**src/rtl/line_mem_arbiter_pkg.sv**
```systemverilog
// Shared constants for the I/D line-memory arbiter and the caches above it.
// State and grant encodings, line geometry and the default memory latency.
package line_mem_arbiter_pkg;

    localparam int DEFAULT_LATENCY = 4;
    localparam int WORD_W          = 16;
    localparam int LINE_W          = 64;
    localparam int LINE_WORDS      = 4;

    typedef enum logic [1:0] {
        ARB_IDLE = 2'd0,
        ARB_BUSY = 2'd1,
        ARB_RESP = 2'd2
    } arb_state_t;

    typedef enum logic {
        GNT_I = 1'b0,
        GNT_D = 1'b1
    } arb_gnt_t;

endpackage

```
**src/rtl/line_mem_arbiter_if.sv**
```systemverilog
// Cache-side request/response and memory-side command signals of the arbiter.
// master: the arbiter itself; slave: caches plus memory model around it.
interface line_mem_arbiter_if #(
    parameter int WORD = 16,
    parameter int LINE = 64
);
    logic            i_readM;
    logic [WORD-1:0] i_address;
    logic [LINE-1:0] i_rdata;
    logic            i_ready;

    logic            d_readM;
    logic            d_writeM;
    logic [WORD-1:0] d_address;
    logic [LINE-1:0] d_wdata;
    logic [LINE-1:0] d_rdata;
    logic            d_ready;

    logic            mem_read;
    logic            mem_write;
    logic [WORD-1:0] mem_address;
    logic [LINE-1:0] mem_wdata;
    logic [LINE-1:0] mem_rdata;

    modport master (
        input  i_readM, i_address, d_readM, d_writeM, d_address, d_wdata, mem_rdata,
        output i_rdata, i_ready, d_rdata, d_ready,
               mem_read, mem_write, mem_address, mem_wdata
    );

    modport slave (
        output i_readM, i_address, d_readM, d_writeM, d_address, d_wdata, mem_rdata,
        input  i_rdata, i_ready, d_rdata, d_ready,
               mem_read, mem_write, mem_address, mem_wdata
    );
endinterface

```
**src/rtl/line_mem_arbiter_latency_counter.sv**
```systemverilog
// Memory access timer: start arms it, done is high in the LATENCY-th cycle after.
// No backpressure; a new start restarts the count from zero.
module mem_latency_counter
    import line_mem_arbiter_pkg::*;
#(
    parameter int LATENCY = DEFAULT_LATENCY
) (
    input  logic clk,
    input  logic reset,
    input  logic start,
    output logic done
);
    localparam int             CW   = (LATENCY > 1) ? $clog2(LATENCY) : 1;
    localparam logic [CW-1:0]  LAST = CW'(LATENCY - 1);

    logic [CW-1:0] count;
    logic          running;

    always_ff @(posedge clk or posedge reset) begin
        if (reset) begin
            count   <= '0;
            running <= 1'b0;
        end else if (start) begin
            count   <= '0;
            running <= 1'b1;
        end else if (running) begin
            // Park on LAST so the count never wraps inside a transaction.
            if (count == LAST) running <= 1'b0;
            else               count   <= count + 1'b1;
        end
    end

    assign done = running && (count == LAST);

endmodule

```
**src/rtl/line_mem_arbiter.sv**
```systemverilog
// I/D cache arbiter for one line-wide memory port; LATENCY+1 cycles request to ready pulse.
// Requests held by the caches until ready; LINE_ARB_ROUND_ROBIN_EN selects round-robin ties, else D priority.
module line_mem_arbiter
    import line_mem_arbiter_pkg::*;
#(
    parameter int LATENCY = DEFAULT_LATENCY,
    parameter int WORD    = WORD_W,
    parameter int LINE    = LINE_W
) (
    input  logic               clk,
    input  logic               reset,
    line_mem_arbiter_if.master bus
);
    arb_state_t state, state_nxt;
    arb_gnt_t   gnt;
    logic       i_req, d_req, pick_d, load, cnt_done;

    mem_latency_counter #(.LATENCY(LATENCY)) u_cnt (
        .clk   (clk),
        .reset (reset),
        .start (load),
        .done  (cnt_done)
    );

    always_ff @(posedge clk or posedge reset) begin
        if (reset) state <= ARB_IDLE;
        else       state <= state_nxt;
    end

    always_comb begin
        state_nxt   = state;
        load        = 1'b0;
        bus.i_ready = 1'b0;
        bus.d_ready = 1'b0;
        i_req       = bus.i_readM;
        d_req       = bus.d_readM | bus.d_writeM;
`ifdef LINE_ARB_ROUND_ROBIN_EN
        // gnt still holds the previous winner, so a tie goes to the other side.
        pick_d      = d_req && (!i_req || (gnt == GNT_I));
`else
        pick_d      = d_req;
`endif
        case (state)
            ARB_IDLE: begin
                if (i_req || d_req) begin
                    load      = 1'b1;
                    state_nxt = ARB_BUSY;
                end
            end
            ARB_BUSY: begin
                if (cnt_done) state_nxt = ARB_RESP;
            end
            ARB_RESP: begin
                bus.i_ready = (gnt == GNT_I);
                bus.d_ready = (gnt == GNT_D);
                state_nxt   = ARB_IDLE;
            end
            default: state_nxt = ARB_IDLE;
        endcase
    end

    always_ff @(posedge clk or posedge reset) begin
        if (reset) begin
            gnt             <= GNT_I;
            bus.mem_read    <= 1'b0;
            bus.mem_write   <= 1'b0;
            bus.mem_address <= '0;
            bus.mem_wdata   <= '0;
            bus.i_rdata     <= '0;
            bus.d_rdata     <= '0;
        end else begin
            if (load) begin
                gnt             <= pick_d ? GNT_D : GNT_I;
                // A D request with both strobes high is a write.
                bus.mem_read    <= !(pick_d && bus.d_writeM);
                bus.mem_write   <= pick_d && bus.d_writeM;
                bus.mem_address <= (pick_d ? bus.d_address : bus.i_address)
                                   & ~WORD'(LINE_WORDS - 1);
                if (pick_d) bus.mem_wdata <= LINE'(bus.d_wdata);
            end
            if (cnt_done) begin
                bus.mem_read  <= 1'b0;
                bus.mem_write <= 1'b0;
                if (bus.mem_read) begin
                    if (gnt == GNT_D) bus.d_rdata <= bus.mem_rdata;
                    else              bus.i_rdata <= bus.mem_rdata;
                end
            end
        end
    end

endmodule
```
**src/flat_wrapper.sv**
```systemverilog
// flat-port wrapper written by rule: the top's interface ports become plain ports
module line_mem_arbiter_flat import line_mem_arbiter_pkg::*;
#(
    parameter int LATENCY = DEFAULT_LATENCY,
    parameter int WORD    = WORD_W,
    parameter int LINE    = LINE_W
)
  (clk, reset, bus_i_readM, bus_i_address, bus_d_readM, bus_d_writeM, bus_d_address, bus_d_wdata, bus_mem_rdata, bus_i_rdata, bus_i_ready, bus_d_rdata, bus_d_ready, bus_mem_read, bus_mem_write, bus_mem_address, bus_mem_wdata);
  line_mem_arbiter_if #(.WORD(WORD), .LINE(LINE)) bus_i ();
  input  logic clk;
  input  logic reset;
  input wire logic [$bits(bus_i.i_readM)-1:0] bus_i_readM;
  input wire logic [$bits(bus_i.i_address)-1:0] bus_i_address;
  input wire logic [$bits(bus_i.d_readM)-1:0] bus_d_readM;
  input wire logic [$bits(bus_i.d_writeM)-1:0] bus_d_writeM;
  input wire logic [$bits(bus_i.d_address)-1:0] bus_d_address;
  input wire logic [$bits(bus_i.d_wdata)-1:0] bus_d_wdata;
  input wire logic [$bits(bus_i.mem_rdata)-1:0] bus_mem_rdata;
  output wire logic [$bits(bus_i.i_rdata)-1:0] bus_i_rdata;
  output wire logic [$bits(bus_i.i_ready)-1:0] bus_i_ready;
  output wire logic [$bits(bus_i.d_rdata)-1:0] bus_d_rdata;
  output wire logic [$bits(bus_i.d_ready)-1:0] bus_d_ready;
  output wire logic [$bits(bus_i.mem_read)-1:0] bus_mem_read;
  output wire logic [$bits(bus_i.mem_write)-1:0] bus_mem_write;
  output wire logic [$bits(bus_i.mem_address)-1:0] bus_mem_address;
  output wire logic [$bits(bus_i.mem_wdata)-1:0] bus_mem_wdata;
  assign bus_i.i_readM = bus_i_readM;
  assign bus_i.i_address = bus_i_address;
  assign bus_i.d_readM = bus_d_readM;
  assign bus_i.d_writeM = bus_d_writeM;
  assign bus_i.d_address = bus_d_address;
  assign bus_i.d_wdata = bus_d_wdata;
  assign bus_i.mem_rdata = bus_mem_rdata;
  assign bus_i_rdata = bus_i.i_rdata;
  assign bus_i_ready = bus_i.i_ready;
  assign bus_d_rdata = bus_i.d_rdata;
  assign bus_d_ready = bus_i.d_ready;
  assign bus_mem_read = bus_i.mem_read;
  assign bus_mem_write = bus_i.mem_write;
  assign bus_mem_address = bus_i.mem_address;
  assign bus_mem_wdata = bus_i.mem_wdata;
  line_mem_arbiter #(.LATENCY(LATENCY), .WORD(WORD), .LINE(LINE)) u_core (.clk(clk), .reset(reset), .bus(bus_i));
endmodule
```
**config.mk**
```make
export PLATFORM = sky130hd
export DESIGN_NAME = line_mem_arbiter_flat
export DESIGN_NICKNAME = d
export VERILOG_FILES = /design/src/rtl/line_mem_arbiter_pkg.sv /design/src/rtl/line_mem_arbiter_if.sv /design/src/rtl/line_mem_arbiter_latency_counter.sv /design/src/rtl/line_mem_arbiter.sv /design/src/flat_wrapper.sv
export SDC_FILE = /design/constraint.sdc
export NUM_CORES = 1
export LEC_CHECK = 0
export ABC_AREA = 1
export CORE_ASPECT_RATIO = 1.4
export CORE_MARGIN = 3
export CORE_UTILIZATION = 38
export DETAILED_ROUTE_END_ITERATION = 12
export DONT_BUFFER_PORTS = 1
export GPL_ROUTABILITY_DRIVEN = 0
export GPL_TIMING_DRIVEN = 0
export MAX_ROUTING_LAYER = met4
export PLACE_DENSITY = 0.49
export SYNTH_ARGS = -nofsm -noshare
export SYNTH_HDL_FRONTEND = slang
export SYNTH_SLANG_ARGS = --single-unit
```
**constraint.sdc**
```tcl
create_clock -name clk -period 10.99 [get_ports clk]
set_input_delay 3.297 -clock clk [delete_from_list [all_inputs] [get_ports clk]]
set_output_delay 3.297 -clock clk [all_outputs]
set_load 0.02 [all_outputs]
```
==> reports/summary.md <==
For the placeable core area, the log shows 22900 um^2. The logs give 6163 for the via count of the first global-routing pass and 0 for the count of endpoints failing hold in the final timing report. The post-cts repair resize count came out at 0. Clock tree synthesis selected as its root buffer the cell sky130_fd_sc_hd__clkbuf_16. Summing all placed instances gives a cell area of 9350 um^2. Setup violations remaining at the end of the flow were counted as 0. The finished layout holds 1253 standard cells, fillers aside. By startpoint and endpoint, the worst setup path is classified as reg2out.

The total negative setup slack was 0 ns; the maximum fanout along the worst path was 4. Power spread over the standard cell area amounts to 339 nW/um^2. In this run the vertical extent of the chip is 187 um.

The tools report the worst slew margin relative to its limit as 0.501. Slew at the pin with the worst max-slew slack: 0.743 ns. The critical path arrival was 1.59 ns. For this block, the routed nets add up to 24800 um of wire.

The maximum VDD drop was 0.143 mV. The mean routed wirelength per cell is 19.8 um. In this design, the stage delay of the slowest critical-path cell is 0.62 ns. Start point of the worst hold path: u_core.u_cnt.count[0]. The number of search-and-repair iterations in the first detailed-routing pass was 5; the average footprint of a synthesized cell was 9.83 um^2. The type of origin of the critical path was a flop. No sink is reached through more buffers than the 3 on the longest clock path. The logs give 1 for the H-tree depth and 10200 um^2 for the final non-filler cell area.

The startpoint of the lowest-slack register-to-register path was u_core.u_cnt.count[0]. The logs give 118 for the pin count of the biggest net entering global routing and 5.28 nW for the static leakage. The upper clock frequency limit is 204 MHz, and the setup skew after layout is 0.00868 ns. Row generation in the floorplan step produced 65 rows. The HPWL after detailed placement is 18600 um. The clock net in this run drives a total of 214 sinks. STA classifies the critical path endpoint as an output pin. Global routing usage summed across all routing layers: 0.194.

The number of distinct library cells after synthesis was 21; the cell area after synthesis was 8930 um^2. The logs give 0 for the count of hold-fix buffers inserted at cts and 0 for the remaining design rule violation count. The synthesis-stage register bit count is 214, and the wire length of the first global-routing pass is 37200 um. The signal on the critical path passes through inv_1 > nor3_1.

Summing over every cut layer, the via total after detailed routing is 6087. The logs give 0 for the final number of max-transition violations and 0.50 ns for the insertion delay to the later sink of the worst-skew pair. The area of the die was 25400 um^2; the signed area change from the synthesized netlist to the final layout was 13.7%.

The part of the cycle the worst path needs was 0.445. The total CTS buffers is 22. The Yosys step of the flow raised 0 warnings. TritonCTS built the clock tree. During placement, the flow inserted port buffers numbering 0. For the worst setup path, the data required time is 7.69 ns.

Tracing the worst setup path back leads to its startpoint at u_core.state[1]. Combined buffer and inverter count along the critical path: 1. The fraction of layout instances using a drive strength above 1 is 0.225. The run finished with clean final reports. Largest delay contributor family on the critical path: simple AND/OR/NAND/NOR gates.

In this run the horizontal extent of the chip is 136 um. The clock transition at the register clock pins on the worst setup and hold paths after CTS is 0.06 ns, and the number of setup buffers added after CTS is 0. The clock period could shrink to 4.89 ns. The post-detailed-route via-to-cell ratio is 4.86. Setup repair after global routing left no endpoint under its margin. Counting tap cells, the placed design contains a total of 1212 instances.

The I/O pin count is 377, and the initial core utilization is 0.391. Once detail routing completed, the nets flagged for antenna violations numbered 0. The slowest library cell on the worst path was sky130_fd_sc_hd__nor3_1.

The number of antenna violations at the first check in global routing was 1; the post-layout utilization of the core was 0.445. The DRC violation total after the first TritonRoute iteration was 214; the share of synthesized area occupied by flip-flops and latches was 0.600. Overall power consumption after layout is estimated at 3.44 mW. After global routing the overflow that remains totals 0. The class of the tightest hold or removal check was reg2reg. The tool flagged a number of max-cap violations equal to 0. The net total in the final layout was 1101; the number of instances in the synthesized netlist was 909.
[per-stage QoR]
step | setup slack [ns] | hold slack, ns
after floorplan | 1.84 | 0.511
final | 6.10 | 0.551
after global routing | 5.99 | 0.624
after CTS | 6.06 | 0.561
after global placement | -0.969 | 0.541
after detailed placement | 6.56 | 0.541
[sequential cells by signal (all words and copies together) (netlist names), 2 cells and up]
register and flops:
u_core.state 2, u_core.bus.mem_address 14, u_core.u_cnt.count 2, u_core.bus.mem_wdata 64, u_core.bus.i_rdata 64, u_core.bus.d_rdata 64
[worst paths after layout]
kind	slack [ns]	depth (start not counted)	end
max in group asynchronous	7.19	2	u_core.bus.d_rdata[30]
setup / recovery	6.10	2	bus_d_ready
hold / removal	0.55	2	u_core.u_cnt.count[0]
hold reg to reg	0.55	2	u_core.u_cnt.count[0]
min in group asynchronous	2.75	1	u_core.bus.mem_wdata[21]
setup reg to reg	9.48	8	u_core.bus.d_rdata[2]
[cell type report]
type,instances,area [um^2]
plain buffers,55,458
multi-input cells,568,2850
inverters,73,282
clock buffers,30,652
flip-flops and latches,214,5360
fillers,2253,12700
clock inverters,10,158
diodes,1,2.50
repair buffers,1,27.5
well taps,301,377
[per-layer routing]
metal / track usage / part of all wire / vias up
met5: - / 0 / -
met4: 0.0376 / 0.014 / 0
li1: - / - / 2899
met2: 0.346 / 0.53 / 256
met3: 0.0681 / 0.10 / 25
met1: 0.206 / 0.35 / 2907
[cell usage after synthesis, drive strengths merged]
cell / n / area (um^2)
inv: 73 / 274
nand2: 358 / 1360
conb: 1 / 3.75
nor2: 5 / 36.3
dfrtp: 214 / 5360
nand4: 2 / 12.5
buf: 53 / 450
o21ai: 129 / 1060
xor2: 1 / 8.76
ha: 1 / 12.5
nand3: 68 / 340
clkbuf: 2 / 7.51
nor3: 2 / 10.0
[cell families (layout without fill, tap and decap cells)]
kind of cell | after synthesis | count (layout) | share of synthesized area
other | 1 | 3 | 0.000420
AOI/OAI and AO/OA | 129 | 129 | 0.119
adders and majority gates | 1 | 1 | 0.00140
buffers and inverters | 128 | 169 | 0.0820
DFF | 214 | 214 | 0.600
xor gates and xnor gates | 1 | 1 | 0.000981
and+or+nand+nor | 435 | 435 | 0.197
[report_power, final]
part,internal (mW),total (mW),switching (mW)
clock network,0.510,0.823,0.313
registers,1.16,1.94,0.779
logic,0.280,0.678,0.398
total,1.95,3.44,1.49
[tightest hold or removal path, stage by stage, from the launching register on]
cell	delay (ns)
sky130_fd_sc_hd__dfrtp_1	0.36
sky130_fd_sc_hd__xor2_1	0.08
sky130_fd_sc_hd__nor2_1	0.07
[layout by cell type, fill, tap and decap left out]
cell and count:
sky130_fd_sc_hd__clkbuf_16 23, sky130_fd_sc_hd__nor2_4 2, sky130_fd_sc_hd__clkbuf_8 5, sky130_fd_sc_hd__inv_1 71
sky130_fd_sc_hd__conb_1 2, sky130_fd_sc_hd__buf_6 26, sky130_fd_sc_hd__ha_1 1, sky130_fd_sc_hd__inv_8 1
sky130_fd_sc_hd__nor2_1 2, sky130_fd_sc_hd__clkinv_4 2, sky130_fd_sc_hd__buf_4 9, sky130_fd_sc_hd__nor2_2 1
sky130_fd_sc_hd__o21ai_0 1, sky130_fd_sc_hd__inv_2 1, sky130_fd_sc_hd__nand3_1 68, sky130_fd_sc_hd__buf_16 1
sky130_fd_sc_hd__buf_2 18, sky130_fd_sc_hd__clkbuf_1 4, sky130_fd_sc_hd__bufinv_16 4, sky130_fd_sc_hd__nand4_1 2
sky130_fd_sc_hd__nand2_1 351, sky130_fd_sc_hd__o21ai_2 110, sky130_fd_sc_hd__dfrtp_1 214, sky130_fd_sc_hd__o21ai_1 18
sky130_fd_sc_hd__nor3_1 2, sky130_fd_sc_hd__xor2_1 1, sky130_fd_sc_hd__nand2_2 7, sky130_fd_sc_hd__clkinv_2 4
sky130_fd_sc_hd__diode_2 1
No activity file was read; power rests on OpenSTA's default activity.
